$ cat src/rtl/apb_master_bridge.sv
// APB3 initiator: takes one valid/ready request at a time, runs a SETUP/ACCESS transfer,
// and returns read data/error (or a timeout abort) on a valid/ready response channel.
module apb_master_bridge #(
  parameter int APB_ADDR_WIDTH = 12,
  parameter int TIMEOUT_CYCLES = 256
) (
  input  logic                      HCLK,
  input  logic                      HRESETn,
  input  logic                      req_valid,
  output logic                      req_ready,
  input  logic [APB_ADDR_WIDTH-1:0] req_addr,
  input  logic                      req_write,
  input  logic [31:0]               req_wdata,
  output logic                      rsp_valid,
  input  logic                      rsp_ready,
  output logic [31:0]               rsp_rdata,
  output logic                      rsp_err,
  output logic                      rsp_tout,
  output logic [APB_ADDR_WIDTH-1:0] PADDR,
  output logic [31:0]               PWDATA,
  output logic                      PWRITE,
  output logic                      PSEL,
  output logic                      PENABLE,
  input  logic [31:0]               PRDATA,
  input  logic                      PREADY,
  input  logic                      PSLVERR,
  output logic [1:0]                dbg_state
);

  typedef enum logic [1:0] {IDLE = 2'd0, SETUP = 2'd1, ACCESS = 2'd2, RESP = 2'd3} state_t;

  // Handshakes: a request transfers on the edge where req_valid & req_ready are both 1,
  // a response on the edge where rsp_valid & rsp_ready are both 1; the side raising
  // valid holds it and its payload stable until that edge.

  localparam logic [15:0] TOUT_LAST = (TIMEOUT_CYCLES == 0) ? 16'd0 : 16'(TIMEOUT_CYCLES - 1);

  state_t                    state, next_state;
  logic [15:0]               wait_cnt, wait_cnt_d;
  logic                      timeout_hit;
  logic                      req_ready_d, rsp_valid_d, rsp_err_d, rsp_tout_d;
  logic                      psel_d, penable_d, pwrite_d;
  logic [31:0]               rsp_rdata_d, pwdata_d;
  logic [APB_ADDR_WIDTH-1:0] paddr_d;
  logic                      unused_addr_bits;

  assign unused_addr_bits = ^req_addr[1:0];
  assign timeout_hit      = (TIMEOUT_CYCLES != 0) && (wait_cnt == TOUT_LAST);
  assign dbg_state        = state;

  always_ff @(posedge HCLK) begin
    if (!HRESETn) begin
      state     <= IDLE;
      wait_cnt  <= 16'd0;
      req_ready <= 1'b1;
      rsp_valid <= 1'b0;
      rsp_rdata <= 32'd0;
      rsp_err   <= 1'b0;
      rsp_tout  <= 1'b0;
      PADDR     <= '0;
      PWDATA    <= 32'd0;
      PWRITE    <= 1'b0;
      PSEL      <= 1'b0;
      PENABLE   <= 1'b0;
    end else begin
      state     <= next_state;
      wait_cnt  <= wait_cnt_d;
      req_ready <= req_ready_d;
      rsp_valid <= rsp_valid_d;
      rsp_rdata <= rsp_rdata_d;
      rsp_err   <= rsp_err_d;
      rsp_tout  <= rsp_tout_d;
      PADDR     <= paddr_d;
      PWDATA    <= pwdata_d;
      PWRITE    <= pwrite_d;
      PSEL      <= psel_d;
      PENABLE   <= penable_d;
    end
  end

  always_comb begin
    next_state = state;
    case (state)
      IDLE:    if (req_valid) next_state = SETUP;
      SETUP:   next_state = ACCESS;
      ACCESS:  if (PREADY || timeout_hit) next_state = RESP;
      RESP:    if (rsp_ready) next_state = IDLE;
      default: next_state = IDLE;
    endcase
  end

  // Computes the next value of every registered output so all outputs leave flops.
  always_comb begin
    wait_cnt_d  = wait_cnt;
    rsp_valid_d = rsp_valid;
    rsp_rdata_d = rsp_rdata;
    rsp_err_d   = rsp_err;
    rsp_tout_d  = rsp_tout;
    paddr_d     = PADDR;
    pwdata_d    = PWDATA;
    pwrite_d    = PWRITE;
    psel_d      = PSEL;
    penable_d   = PENABLE;
    req_ready_d = (next_state == IDLE);
    case (state)
      IDLE: begin
        if (req_valid) begin
          paddr_d   = {req_addr[APB_ADDR_WIDTH-1:2], 2'b00};
          pwdata_d  = req_wdata;
          pwrite_d  = req_write;
          psel_d    = 1'b1;
          penable_d = 1'b0;
        end
      end
      SETUP: begin
        psel_d     = 1'b1;
        penable_d  = 1'b1;
        wait_cnt_d = 16'd0;
      end
      ACCESS: begin
        if (PREADY) begin
          rsp_rdata_d = PWRITE ? 32'd0 : PRDATA;
          rsp_err_d   = PSLVERR;
          rsp_tout_d  = 1'b0;
          rsp_valid_d = 1'b1;
          psel_d      = 1'b0;
          penable_d   = 1'b0;
        end else if (timeout_hit) begin
          rsp_rdata_d = 32'd0;
          rsp_err_d   = 1'b1;
          rsp_tout_d  = 1'b1;
          rsp_valid_d = 1'b1;
          psel_d      = 1'b0;
          penable_d   = 1'b0;
        end else if (wait_cnt != 16'hFFFF) begin
          wait_cnt_d = wait_cnt + 16'd1;
        end
      end
      RESP: begin
        if (rsp_ready) rsp_valid_d = 1'b0;
      end
      default: ;
    endcase
  end

endmodule
$ cat config.mk
export PLATFORM = sky130hd
export DESIGN_NAME = apb_master_bridge
export DESIGN_NICKNAME = d
export VERILOG_FILES = /design/src/rtl/apb_master_bridge.sv
export SDC_FILE = /design/constraint.sdc
export NUM_CORES = 1
export LEC_CHECK = 0
export CELL_PAD_IN_SITES_DETAIL_PLACEMENT = 1
export CELL_PAD_IN_SITES_GLOBAL_PLACEMENT = 1
export CORE_ASPECT_RATIO = 0.5
export CORE_MARGIN = 2
export CORE_UTILIZATION = 28
export DETAILED_ROUTE_END_ITERATION = 10
export GPL_TIMING_DRIVEN = 0
export HOLD_SLACK_MARGIN = 0.12
export PLACE_DENSITY_LB_ADDON = 0.05
export SYNTH_ARGS = -nofsm -noshare
export SYNTH_HDL_FRONTEND = slang
export SYNTH_SLANG_ARGS = --single-unit
$ cat constraint.sdc
create_clock -name HCLK -period 1.8 [get_ports HCLK]
set_input_delay 0.18 -clock HCLK [delete_from_list [all_inputs] [get_ports HCLK]]
set_output_delay 0.18 -clock HCLK [all_outputs]
set_load 0.01 [all_outputs]
# Word level (Yosys, flattened, before mapping)
# Cells that the tools add are included.
word_totals:
  ff_bits: 99
  inputBits: 83
  output_inout_bits: 85
op_classes:
  n_addsub: 1
  n_eq_ne: 11
  mux: 23
  reduce_logical: 12
op_table:
  columns: ["cell", "n"]
  rows:
  - ["32-bit 2-to-1 mux", 3]
  - ["16-bit 2-to-1 mux", 3]
  - ["16-bit case mux with 2 select lines", 1]
  - ["16-bit by 1-bit adder with 16-bit output (second input constant)", 1]
  - ["16-bit by 8-bit == test with 1-bit output (second input constant)", 1]
  - ["16-bit != test (second input constant)", 1]
  - ["2-bit != test (second input constant)", 5]
  - ["1-bit 2-to-1 mux", 9]
  - ["2-bit case mux with 4 select lines", 1]
  - ["2-bit 2-to-1 mux", 3]
  - ["1-bit case mux with 3 select lines", 2]
  - ["3-bit AND reduction", 2]
  - ["2-bit nonzero test", 3]
  - ["2-bit == test (second input constant)", 2]
  - ["2-bit logical NOT", 2]
  - ["2-bit AND reduction", 2]
  - ["4-bit AND reduction", 1]
  - ["3-bit != test (second input constant)", 1]
  - ["3-bit nonzero test", 1]
  - ["2-bit by 1-bit == test with 1-bit output (second input constant)", 1]
  - ["1-bit case mux with 2 select lines", 1]
  - ["1-bit logical OR", 1]

# Depth between registers and ports, before layout
depth:
  ltp_word: 5
  depth_mapped: 8
  ltp_nobuf: 6

# Worst setup path after synthesis
# No wires, ideal clock.
synth_path:
  path_kind: "reg2reg"
  startpoint: "register wait_cnt[10]"
  endpoint: "register rsp_rdata[12]"
  arrival_time_ns: 1.839
  required_time_ns: 1.681
  path_slack_ns: -0.158
  path_stages_with_launch: 9
  path_buffers: 2
  synth_period_minus_slack_ns: 1.958
  path_cell_list: "dfxtp_1 or4_4 nor3_2 a41oi_4 nand2b_1 buf_2 buf_6 a22oi_1 nor2b_1"
synth_via:
  elab_chain_cells: 3
synth_lines:
  columns: ["item", "line_no", "rtl"]
  rows:
  - ["start: declaration", "39", "logic [15:0] wait_cnt, wait_cnt_d;"]
  - ["start signal: assignment", "67", "wait_cnt <= wait_cnt_d;"]
  - ["16-bit by 8-bit == test with 1-bit output", "48", "assign timeout_hit = (TIMEOUT_CYCLES != 0) && (wait_cnt == TOUT_LAST);"]
  - ["2-bit nonzero test (no line)", null, null]
  - ["2-bit AND reduction (no line)", null, null]
  - ["end signal: assignment", "70", "rsp_rdata <= rsp_rdata_d;"]
  - ["end: declaration", "16", "output logic [31:0] rsp_rdata,"]
# Every way passes these cells.
# A chain may end at the register's enable or synchronous reset.

# Worst setup path in the final report
layout_path:
  startpoint: "register wait_cnt[10]"
  endpoint: "register wait_cnt[15]"
layout_via:
  elab_chain_cells: 5
  elab_cells_between_ends: 10
  cone_classes: "add/sub (1); eq/ne (4); mux (4); reduce/logical (1)"
layout_lines:
  columns: ["item", "line_no", "rtl"]
  rows:
  - ["16-bit by 1-bit adder with 16-bit output", "136", "wait_cnt_d = wait_cnt + 16'd1;"]
  - ["16-bit 2-to-1 mux", "135", "end else if (wait_cnt != 16'hFFFF) begin"]
  - ["16-bit 2-to-1 mux", "128", "end else if (timeout_hit) begin"]
  - ["16-bit 2-to-1 mux", "121", "if (PREADY) begin"]
  - ["16-bit case mux with 2 select lines", "105", "case (state)"]
# Parallel ways exist; a longest one is shown, timed or not. The select of a mux whose other input is x is not followed.

==> flow_metrics.env <==
export IMPL_outcome="complete, but fails checks"
export IMPL_violations="negative setup slack"
export IMPL_drt_iter0_markers=113
export IMPL_grt_pass1_wl_um=20200
export IMPL_multi_input_area_mm2=0.00207
export IMPL_cts_sinks=99
export IMPL_crit_chain="or4_4, nor3_4, a41oi_4, a21boi_4, buf_6, buf_12, or3_1, a21oi_2"
export IMPL_die_area_mm2=0.0154
export IMPL_grt_usage_pct=16.9
export IMPL_synth_top_cell_by_area="dfxtp_1"
export IMPL_drv_slew=0
export IMPL_crit_type="flip-flop to flip-flop"
export IMPL_place_congestion=0.710
export IMPL_synth_top_area_share_pct=49.2
export IMPL_root_buffer="clkbuf_16"
export IMPL_required_ns=2.01
export IMPL_routed_wl_um=13000
export IMPL_avgSynthCellArea_um2=9.19
export IMPL_first_global_vias=3862
export IMPL_critPathArrivalTime_ns=2.25
export IMPL_crit_cells=8
export IMPL_ys_flop_type="dfxtp_1"
export IMPL_rsz0062_at_grt="true"
export IMPL_ys_top_cells_by_count="103 x nand2_1, 99 x dfxtp_1, 43 x a21boi_0, 33 x nor2b_1, 23 x clkbuf_1"
export IMPL_drv_cap=0
export IMPL_grt_ovfl_total=0
export IMPL_cts_htree_levels=3
export IMPL_power_density_mw_per_mm2=838
export IMPL_nNetsFinal=706
export IMPL_antenna_found_initial=0
export IMPL_grt_max_degree=16
export IMPL_setup_viol=49
export IMPL_path_clk_slew_ns=0.07
export IMPL_antenna_left=0
export IMPL_min_period_over_period_pct=113
export IMPL_portBuffers=163
export IMPL_vias_per_cell=4.57
export IMPL_power_mw=5.58
export IMPL_syn2layout_area_growth_pct=65.4
export IMPL_max_stage_delay_ns=0.54
export IMPL_hold_viol_final=0
export IMPL_fillers=1585
export IMPL_worst_slew_pin_slew_ns=0.631
export IMPL_io_pins=168
export IMPL_synth_seq_cells=99
export IMPL_worstPathMaxFanout=5
export IMPL_synthArstFlopShare_pct=0
export IMPL_fin_setup_tns_ns=-7.92
export IMPL_fp_row_count=30
export IMPL_worstSkewPairLatency_ns=0.35
export IMPL_holdCritPathClass="input port to flip-flop"
export IMPL_num_vias=3742
export IMPL_dp_hpwl_um=9350
export IMPL_synth_distinct_cells=46
export IMPL_drive_gt1_share_pct=18.5
export IMPL_dp_cells=794
export IMPL_syn_area_mm2=0.00403
export IMPL_die_x_um=174
export IMPL_netlist_instances=438
export IMPL_crit_path_top_delay_cell="or4_4"
export IMPL_seq_area_mm2=0.00199
export IMPL_drc=0
export IMPL_crit_path_end_kind="flip-flop"
export IMPL_min_path_cells=3
export IMPL_cp_top_family="simple AND/OR/NAND/NOR gates"
export IMPL_drt_first_pass_iters=4
export IMPL_ys_seq_area_share_pct=49.2
export IMPL_skew_ns=0.00638
export IMPL_leakage_nw=2.33
export IMPL_slew_headroom_pct=57.9
export IMPL_stdcell_count=819
export IMPL_start_util_pct=29.1
export IMPL_vdd_drop_max_mv=0.448
export IMPL_path_buf_inv=2
export IMPL_r2r_cells=8
export IMPL_netlist_top_cells_area="dfxtp_1 49%, nand2_1 9.6%, a21boi_0 8.0%, nor2b_1 5.1%, a22oi_1 3.7%"
export IMPL_synth_enable_flop_cells=0
export IMPL_cts_tree="done"
export IMPL_clockBufferDepth=2
export IMPL_period_needed_ns=2.04
export IMPL_setup_slack_ns=-0.237
export IMPL_wire_per_inst_um=15.9
export IMPL_core_mm2=0.0138
export IMPL_start_kind="flip-flop"
export IMPL_place_ws_ns=-0.457
export IMPL_yosys_warnings=0
export IMPL_antenna_diode_count=0
export IMPL_yosysMostFrequentCell="nand2_1"
export IMPL_cts_made_buffers=9
export IMPL_die_h_um=88.8
export IMPL_timing_fmax_ghz=0.491
kinds of logic after synthesis:
logic type,after synthesis,share of synthesized area [%]
and+or+nand+nor,190,22.9
AOI/OAI and AO/OA,109,22.3
DFF,99,49.2
buffers and inverters,36,4.75
xor gates and xnor gates,2,0.435
adders and majority gates,1,0.311
other,1,0.0931
report_power, final:
part           leakage [nW]  switching [mW]  internal (mW)
Combinational          1.35           0.441          0.571
Sequential            0.810          0.0701           2.30
Clock                 0.166           0.863           1.34
Total                  2.33            1.37           4.21
layout make-up:
class | instances | share of cell area (%)
clock inverters | 3 | 1.03
flip-flops and latches | 99 | 29.9
inverters | 3 | 0.169
repair buffers | 175 | 27.2
clock buffers | 13 | 4.06
plain buffers | 30 | 3.08
well taps | 192 | 3.61
multi-input cells | 304 | 31.0
worst reg2reg max path, delay by kind of cell (launching register included):
kind / cells / cell delay, ns
flops: 1 / 0.33
compound gates: 3 / 0.46
simple gates: 3 / 0.81
buf+inv: 2 / 0.30
cells in the final DEF, fill, tap and decap left out, types with 7 or more instances in the layout:
cell | Yosys | routed
a21boi_0 | 43 | 43
a22oi_2 | 12 | 32
buf_4 | 2 | 8
clkbuf_1 | 23 | 10
clkbuf_16 | 0 | 11
clkbuf_2 | 0 | 11
clkdlybuf4s50_1 | 0 | 163
dfxtp_1 | 99 | 93
nand2_1 | 103 | 102
nand3_1 | 7 | 7
nor2_1 | 14 | 9
nor2b_1 | 33 | 33
path summary, 6_finish.rpt:
| path | start | to | slack [ns] |
|---|---|---|---|
| max | wait_cnt[10]$_SDFFE_PN0P_ | wait_cnt[15]$_SDFFE_PN0P_ | -0.24 |
| min | req_wdata[16] | PWDATA[16]$_SDFFE_PN0P_ | 0.38 |
| max reg2reg | wait_cnt[10]$_SDFFE_PN0P_ | wait_cnt[15]$_SDFFE_PN0P_ | -0.24 |
| min reg2reg | PWDATA[30]$_SDFFE_PN0P_ | PWDATA[30]$_SDFFE_PN0P_ | 0.46 |
flip-flops by register name, indices dropped and copies added (netlist names):
register / count
PENABLE: 1
PWRITE: 1
dbg_state: 2
rsp_valid: 1
PADDR: 10
PSEL: 1
rsp_rdata: 32
rsp_tout: 1
rsp_err: 1
req_ready: 1
wait_cnt: 16
PWDATA: 32
through the flow:
stage	hold slack (ns)	area [um2]	utilization (%)
2_1_floorplan	0.325	4080	-
3_3_place_gp	0.452	5950	43.1
3_5_place_dp	0.459	5950	43.1
4_1_cts	0.372	6510	47.1
5_1_grt	0.391	6660	48.2
6_report	0.385	6660	48.2
layer usage:
metal,GRT usage [%],vias up,wire length [um]
li1,-,1867,-
met3,7.30,12,909
met4,3.82,0,124
met2,28.3,78,6030
met1,20.5,1785,5920
met5,0,-,0
what timing repair did:
| action | 4_1_cts | 5_1_grt |
|---|---|---|
| setup endpoints to repair | 92 | 95 |
| pin swaps | 6 | 10 |
| hold buffers | 0 | 0 |
| gates resized for setup | 37 | 27 |
| buffers inserted | 8 | 1 |
| gates cloned | 1 | 2 |
Power figures use the tool's default switching activity.
